## src/rtl/svk_axi_pkg.sv

```systemverilog
// svk_axi_pkg: shared AXI response codes and round-robin pick helper for the SVK fabric
package svk_axi_pkg;
  localparam logic [1:0] SVK_AXI_RESP_OKAY = 2'b00;
  localparam logic [1:0] SVK_AXI_RESP_EXOKAY = 2'b01;
  localparam logic [1:0] SVK_AXI_RESP_SLVERR = 2'b10;
  localparam logic [1:0] SVK_AXI_RESP_DECERR = 2'b11;
  // Scans downward so the last hit is the first requester at or after ptr; returns ptr when idle.
  function automatic logic [3:0] svk_rr_pick(input logic [15:0] req, input logic [3:0] ptr, input int n);
    logic [3:0] r;
    logic [3:0] k;
    r = ptr;
    for (int i = 15; i >= 0; i--) begin
      k = 4'((int'(ptr) + i) % n);
      if (i < n && req[k]) r = k;
    end
    return r;
  endfunction
endpackage

```

## src/rtl/svk_axi_ord_fifo.sv

```systemverilog
// svk_axi_ord_fifo: synchronous FIFO holding AW grant order for W steering
module svk_axi_ord_fifo #(
  parameter int WIDTH = 2,
  parameter int DEPTH = 4
) (
  input  logic             clk,
  input  logic             rst,
  input  logic             push,
  input  logic             pop,
  input  logic [WIDTH-1:0] din,
  output logic             full,
  output logic             empty,
  output logic [WIDTH-1:0] head
);
  localparam int AW = $clog2(DEPTH);
  logic [WIDTH-1:0] mem [DEPTH];
  logic [AW:0] wr, rd;
  assign empty = wr == rd;
  assign full = (wr[AW] != rd[AW]) && (wr[AW-1:0] == rd[AW-1:0]);
  assign head = mem[rd[AW-1:0]];
  always_ff @(posedge clk) begin
    if (rst) begin
      wr <= '0;
      rd <= '0;
    end else begin
      if (push && !full) begin
        mem[wr[AW-1:0]] <= din;
        wr <= wr + 1'b1;
      end
      if (pop && !empty) rd <= rd + 1'b1;
    end
  end
endmodule

```

## src/rtl/svk_axi_wr_arb.sv

```systemverilog
// svk_axi_wr_arb: N-master to 1-slave AXI write arbiter with in-order W steering and B routing
module svk_axi_wr_arb
  import svk_axi_pkg::*;
#(
  parameter int NUM_MST = 4,
  parameter int ID_W = 4,
  parameter int ADDR_W = 32,
  parameter int DATA_W = 32,
  parameter int LEN_W = 8,
  parameter int ORD_DEPTH = 4,
  localparam int MST_W = (NUM_MST > 1) ? $clog2(NUM_MST) : 1,
  localparam int S_ID_W = ID_W + MST_W
) (
  input  logic                      aclk,
  input  logic                      reset,
  input  logic [NUM_MST-1:0]        m_awvalid,
  output logic [NUM_MST-1:0]        m_awready,
  input  logic [NUM_MST*ID_W-1:0]   m_awid,
  input  logic [NUM_MST*ADDR_W-1:0] m_awaddr,
  input  logic [NUM_MST*LEN_W-1:0]  m_awlen,
  input  logic [NUM_MST-1:0]        m_wvalid,
  output logic [NUM_MST-1:0]        m_wready,
  input  logic [NUM_MST*DATA_W-1:0] m_wdata,
  input  logic [NUM_MST-1:0]        m_wlast,
  output logic [NUM_MST-1:0]        m_bvalid,
  input  logic [NUM_MST-1:0]        m_bready,
  output logic [ID_W-1:0]           m_bid,
  output logic [1:0]                m_bresp,
  output logic                      s_awvalid,
  input  logic                      s_awready,
  output logic [S_ID_W-1:0]         s_awid,
  output logic [ADDR_W-1:0]         s_awaddr,
  output logic [LEN_W-1:0]          s_awlen,
  output logic                      s_wvalid,
  input  logic                      s_wready,
  output logic [DATA_W-1:0]         s_wdata,
  output logic                      s_wlast,
  input  logic                      s_bvalid,
  output logic                      s_bready,
  input  logic [S_ID_W-1:0]         s_bid,
  input  logic [1:0]                s_bresp,
  output logic                      err_bad_bid
);
  logic live, en, hold, full, empty, push, pop, bad;
  logic [MST_W-1:0] rr_ptr, gnt_idx, pick, cur, head, bidx;
  // live stays low through the first cycle after reset so every handshake output starts quiet.
  assign en = live && !reset;
  assign pick = MST_W'(svk_rr_pick(16'(m_awvalid), 4'(rr_ptr), NUM_MST));
  assign cur = hold ? gnt_idx : pick;
  assign s_awvalid = en && !full && m_awvalid[cur];
  assign m_awready = (en && !full) ? NUM_MST'(s_awready) << cur : '0;
  assign s_awid = {cur, m_awid[cur*ID_W +: ID_W]};
  assign s_awaddr = m_awaddr[cur*ADDR_W +: ADDR_W];
  assign s_awlen = m_awlen[cur*LEN_W +: LEN_W];
  assign push = s_awvalid && s_awready;
  assign s_wvalid = en && !empty && m_wvalid[head];
  assign m_wready = (en && !empty) ? NUM_MST'(s_wready) << head : '0;
  assign s_wdata = m_wdata[head*DATA_W +: DATA_W];
  assign s_wlast = m_wlast[head];
  assign pop = s_wvalid && s_wready && s_wlast;
  assign bidx = s_bid[S_ID_W-1 -: MST_W];
  assign bad = int'(bidx) >= NUM_MST;
  assign m_bvalid = (en && s_bvalid && !bad) ? NUM_MST'(1) << bidx : '0;
  assign s_bready = en && (bad || m_bready[bidx]);
  assign err_bad_bid = en && s_bvalid && bad;
  assign m_bid = s_bid[ID_W-1:0];
  assign m_bresp = s_bresp;
  always_ff @(posedge aclk) begin
    if (reset) begin
      live <= 1'b0;
      hold <= 1'b0;
      rr_ptr <= '0;
      gnt_idx <= '0;
    end else begin
      live <= 1'b1;
      if (push) begin
        hold <= 1'b0;
        rr_ptr <= (cur == MST_W'(NUM_MST - 1)) ? '0 : cur + 1'b1;
      end else if (s_awvalid && !s_awready) begin
        hold <= 1'b1;
        gnt_idx <= cur;
      end
    end
  end
  svk_axi_ord_fifo #(.WIDTH(MST_W), .DEPTH(ORD_DEPTH)) u_ord (
    .clk(aclk),
    .rst(reset),
    .push(push),
    .pop(pop),
    .din(cur),
    .full(full),
    .empty(empty),
    .head(head)
  );
endmodule
```

## config.mk

```make
export PLATFORM = sky130hd
export DESIGN_NAME = svk_axi_wr_arb
export DESIGN_NICKNAME = d
export VERILOG_FILES = /design/src/rtl/svk_axi_pkg.sv /design/src/rtl/svk_axi_ord_fifo.sv /design/src/rtl/svk_axi_wr_arb.sv
export SDC_FILE = /design/constraint.sdc
export NUM_CORES = 1
export LEC_CHECK = 0
export ABC_CLOCK_PERIOD_IN_PS = 3500
export CAP_MARGIN = 5
export CORE_AREA = 4 4 165 167
export CTS_CLUSTER_DIAMETER = 120
export DETAILED_ROUTE_END_ITERATION = 10
export DIE_AREA = 0 0 169 171
export PLACE_DENSITY = 0.54
export SYNTH_ARGS = -nofsm -noshare
export SYNTH_HDL_FRONTEND = slang
export SYNTH_HIERARCHICAL = 1
export SYNTH_SLANG_ARGS = --single-unit
```

## constraint.sdc

```tcl
create_clock -name aclk -period 3.5 [get_ports aclk]
set_input_delay 0.35 -clock aclk [delete_from_list [all_inputs] [get_ports aclk]]
set_output_delay 0.35 -clock aclk [all_outputs]
set_load 0.02 [all_outputs]
```

==> results.txt <==
Die Area: 28900 um^2
post-synth top area cell: mux4_2
CTS Sinks: 22
drt drc: 0
leakage: 3.38 nW
Pwr Density: 248 nW/um^2
largest net degree at the start of global routing: 61
FMAX: 303 MHz
top-count cell post-synth: nand2_1
Main synth FF type: dfxtp_1
CTS HTree Levels: 1
Syn Inst Count: 465
number of synthesized flops with an enable pin: 8
Initial DRT Pass Iterations: 4
initial antenna violation count: 3
Layout Nets: 1207
detailed-route wire length: 24300 um
I/O pins: 434
Area Growth Syn to Fin: 131%
Slew headroom: 38.4%
Port-buffer cells: 420
drt via density: 4.45
CTS tree: built
RSZ-0062 raised after global routing: no
Setup Skew: 0.00439 ns
type of origin of the critical path: flop
Synth area leaders: mux4_2 (22%), nand2_1 (10%), a211oi_1 (8.9%), a31oi_1 (7.9%), dfxtp_1 (7.5%)
Initial Util: 14.4%
Yosys reg bits: 22
final worst slack: 0.201 ns
Syn Std Cell Area: 3720 um^2
final instance area: 8580 um^2
commonest cells in the netlist: nand2_1 (101), a31oi_1 (47), a211oi_1 (44)
DP HPWL: 21000 um
CTS root buf: clkbuf_16
vias post-DR: 5349
Period minus WS final: 3.30 ns
setup violators final: 0
area post-placement: 8430 um^2
Mapped Avg Cell Area: 7.99 um^2
FF-to-FF setup slack: 0.62 ns
die width: 169 um
CTS buffer count: 3
gr ovfl total: 0
RD Place Congestion: 0.851
FP Rows: 59
Skew-Pair Late Insertion Delay: 0.25 ns
CP Capture Type: primary output
vias in the first global route: 5524
WS Path Type: flop to primary output
Clock Pin Slew Worst Setup and Hold Paths: 0.06 ns
first-pass GRT wire length: 33000 um
Die Y-Extent: 171 um
Longest Clk Path Bufs: 2
asr flop ratio synth: 0%
status: finished clean
Slew Limit Fails: 0
Max Cap Violations: 0
gr usage total: 14.9%
worst ir drop on vdd: 0.000196 V
Ys Warns: 6
crit-path max FO: 25
WP data arrival: 2.95 ns
WP data required: 3.15 ns
hold buffer count at cts: 0
share of layout cells above drive strength 1: 10.3%
post-synth net total: 804
Yosys cell types: 56
worst-margin pin slew: 0.924 ns
register area share after synthesis: 14.0%
DR iter-0 viols: 257
Hold Vio Cnt, Final: 0
Antenna Violating Nets Remaining: 0
fin crit share: 94.3%
Ant. Diodes: 0
Place WS: -0.0463 ns
HP Class: flop to flop
Fin Setup TNS: 0 ns
area of the core: 25800 um^2
Routed WL per cell: 20.3 um
Synth top area share: 22.4%
==> kinds of logic (layout without fill, tap and decap cells) <==
kind of cell	Yosys count	in the layout	share of synthesized area (%)
fa+ha+maj	6	6	2.02
buf+inv	59	461	7.61
compound gates	122	122	22.8
xor+xnor	6	6	1.62
mux	42	42	24.1
simple gates	207	207	27.8
flops	22	22	14.0
other cells	1	1	0.101
==> state kept, by name (all words and copies together), names as in the netlist, named ones only <==
name,count
u_ord/mem,8
u_ord/rd,3
u_ord/wr,3
gnt_idx,2
rr_ptr,2
hold,1
live,1
==> worst max-delay path: stages, from the launching register on <==
cell	delay [ns]
dfxtp_1	0.38
mux4_4	0.93
buf_4	0.32
mux4_2	0.47
clkdlybuf4s50_1	0.59
==> worst paths after layout <==
path | startpoint | to | depth (start not counted)
worst max register to register | flop | flop | 7
worst min register to register | gnt_idx[1] | gnt_idx[1] | 2
worst min-delay path | gnt_idx[1] | gnt_idx[1] | 2
worst max-delay path | flop | s_wdata[23] | 4
==> layout by cell type, fill, tap and decap left out, types with 11 or more instances in the layout <==
cell / n
a211oi_1: 44
a31oi_1: 47
and2_0: 18
and2_1: 29
buf_12: 11
buf_4: 25
clkdlybuf4s50_1: 374
dfxtp_1: 14
dlymetal6s2s_1: 32
mux4_2: 36
nand2_1: 101
nor2_1: 12
==> report_power, final <==
| part | internal (W) | total (W) | switching (W) |
|---|---|---|---|
| registers | 0.000275 | 0.000285 | 0.0000101 |
| logic | 0.000862 | 0.00160 | 0.000743 |
| clock network | 0.000152 | 0.000238 | 0.0000856 |
==> metal layers <==
| layer | up-vias | track usage, % | wire (um) | share of wire, % |
|---|---|---|---|---|
| met5 | - | 0 | 39 | 0.16 |
| met2 | 290 | 29.0 | 12600 | 52 |
| met3 | 38 | 4.41 | 2340 | 9.6 |
| met4 | 6 | 3.99 | 687 | 2.8 |
| met1 | 2465 | 15.5 | 8650 | 36 |
| li1 | 2550 | - | - | - |
==> per-stage QoR <==
step	hold WS [ns]	total power [W]	cells	utilization [%]
detailed placement	0.476	0.00195	1198	32.7
CTS	0.491	0.00218	1202	33.0
global placement	0.474	0.00194	1198	32.7
finish	0.492	0.00213	1202	33.3
floorplan	0.416	0.000992	465	-
global route	0.533	0.00225	1202	33.3
==> what timing repair did <==
item                       CTS  global route
cloned                       0             0
setup buffers                0             0
resized for setup            5            33
setup endpoints to repair    5            43
==> layout make-up <==
| cell class | count | area [um^2] |
|---|---|---|
| clock inverters | 1 | 3.75 |
| inverters | 10 | 40.0 |
| flip-flops and latches | 22 | 520 |
| well taps | 335 | 419 |
| repair buffers | 447 | 4600 |
| multi-input cells | 384 | 2930 |
| clock buffers | 3 | 75.1 |
| fillers | 2705 | 17200 |
Power figures use the tool's default switching activity.
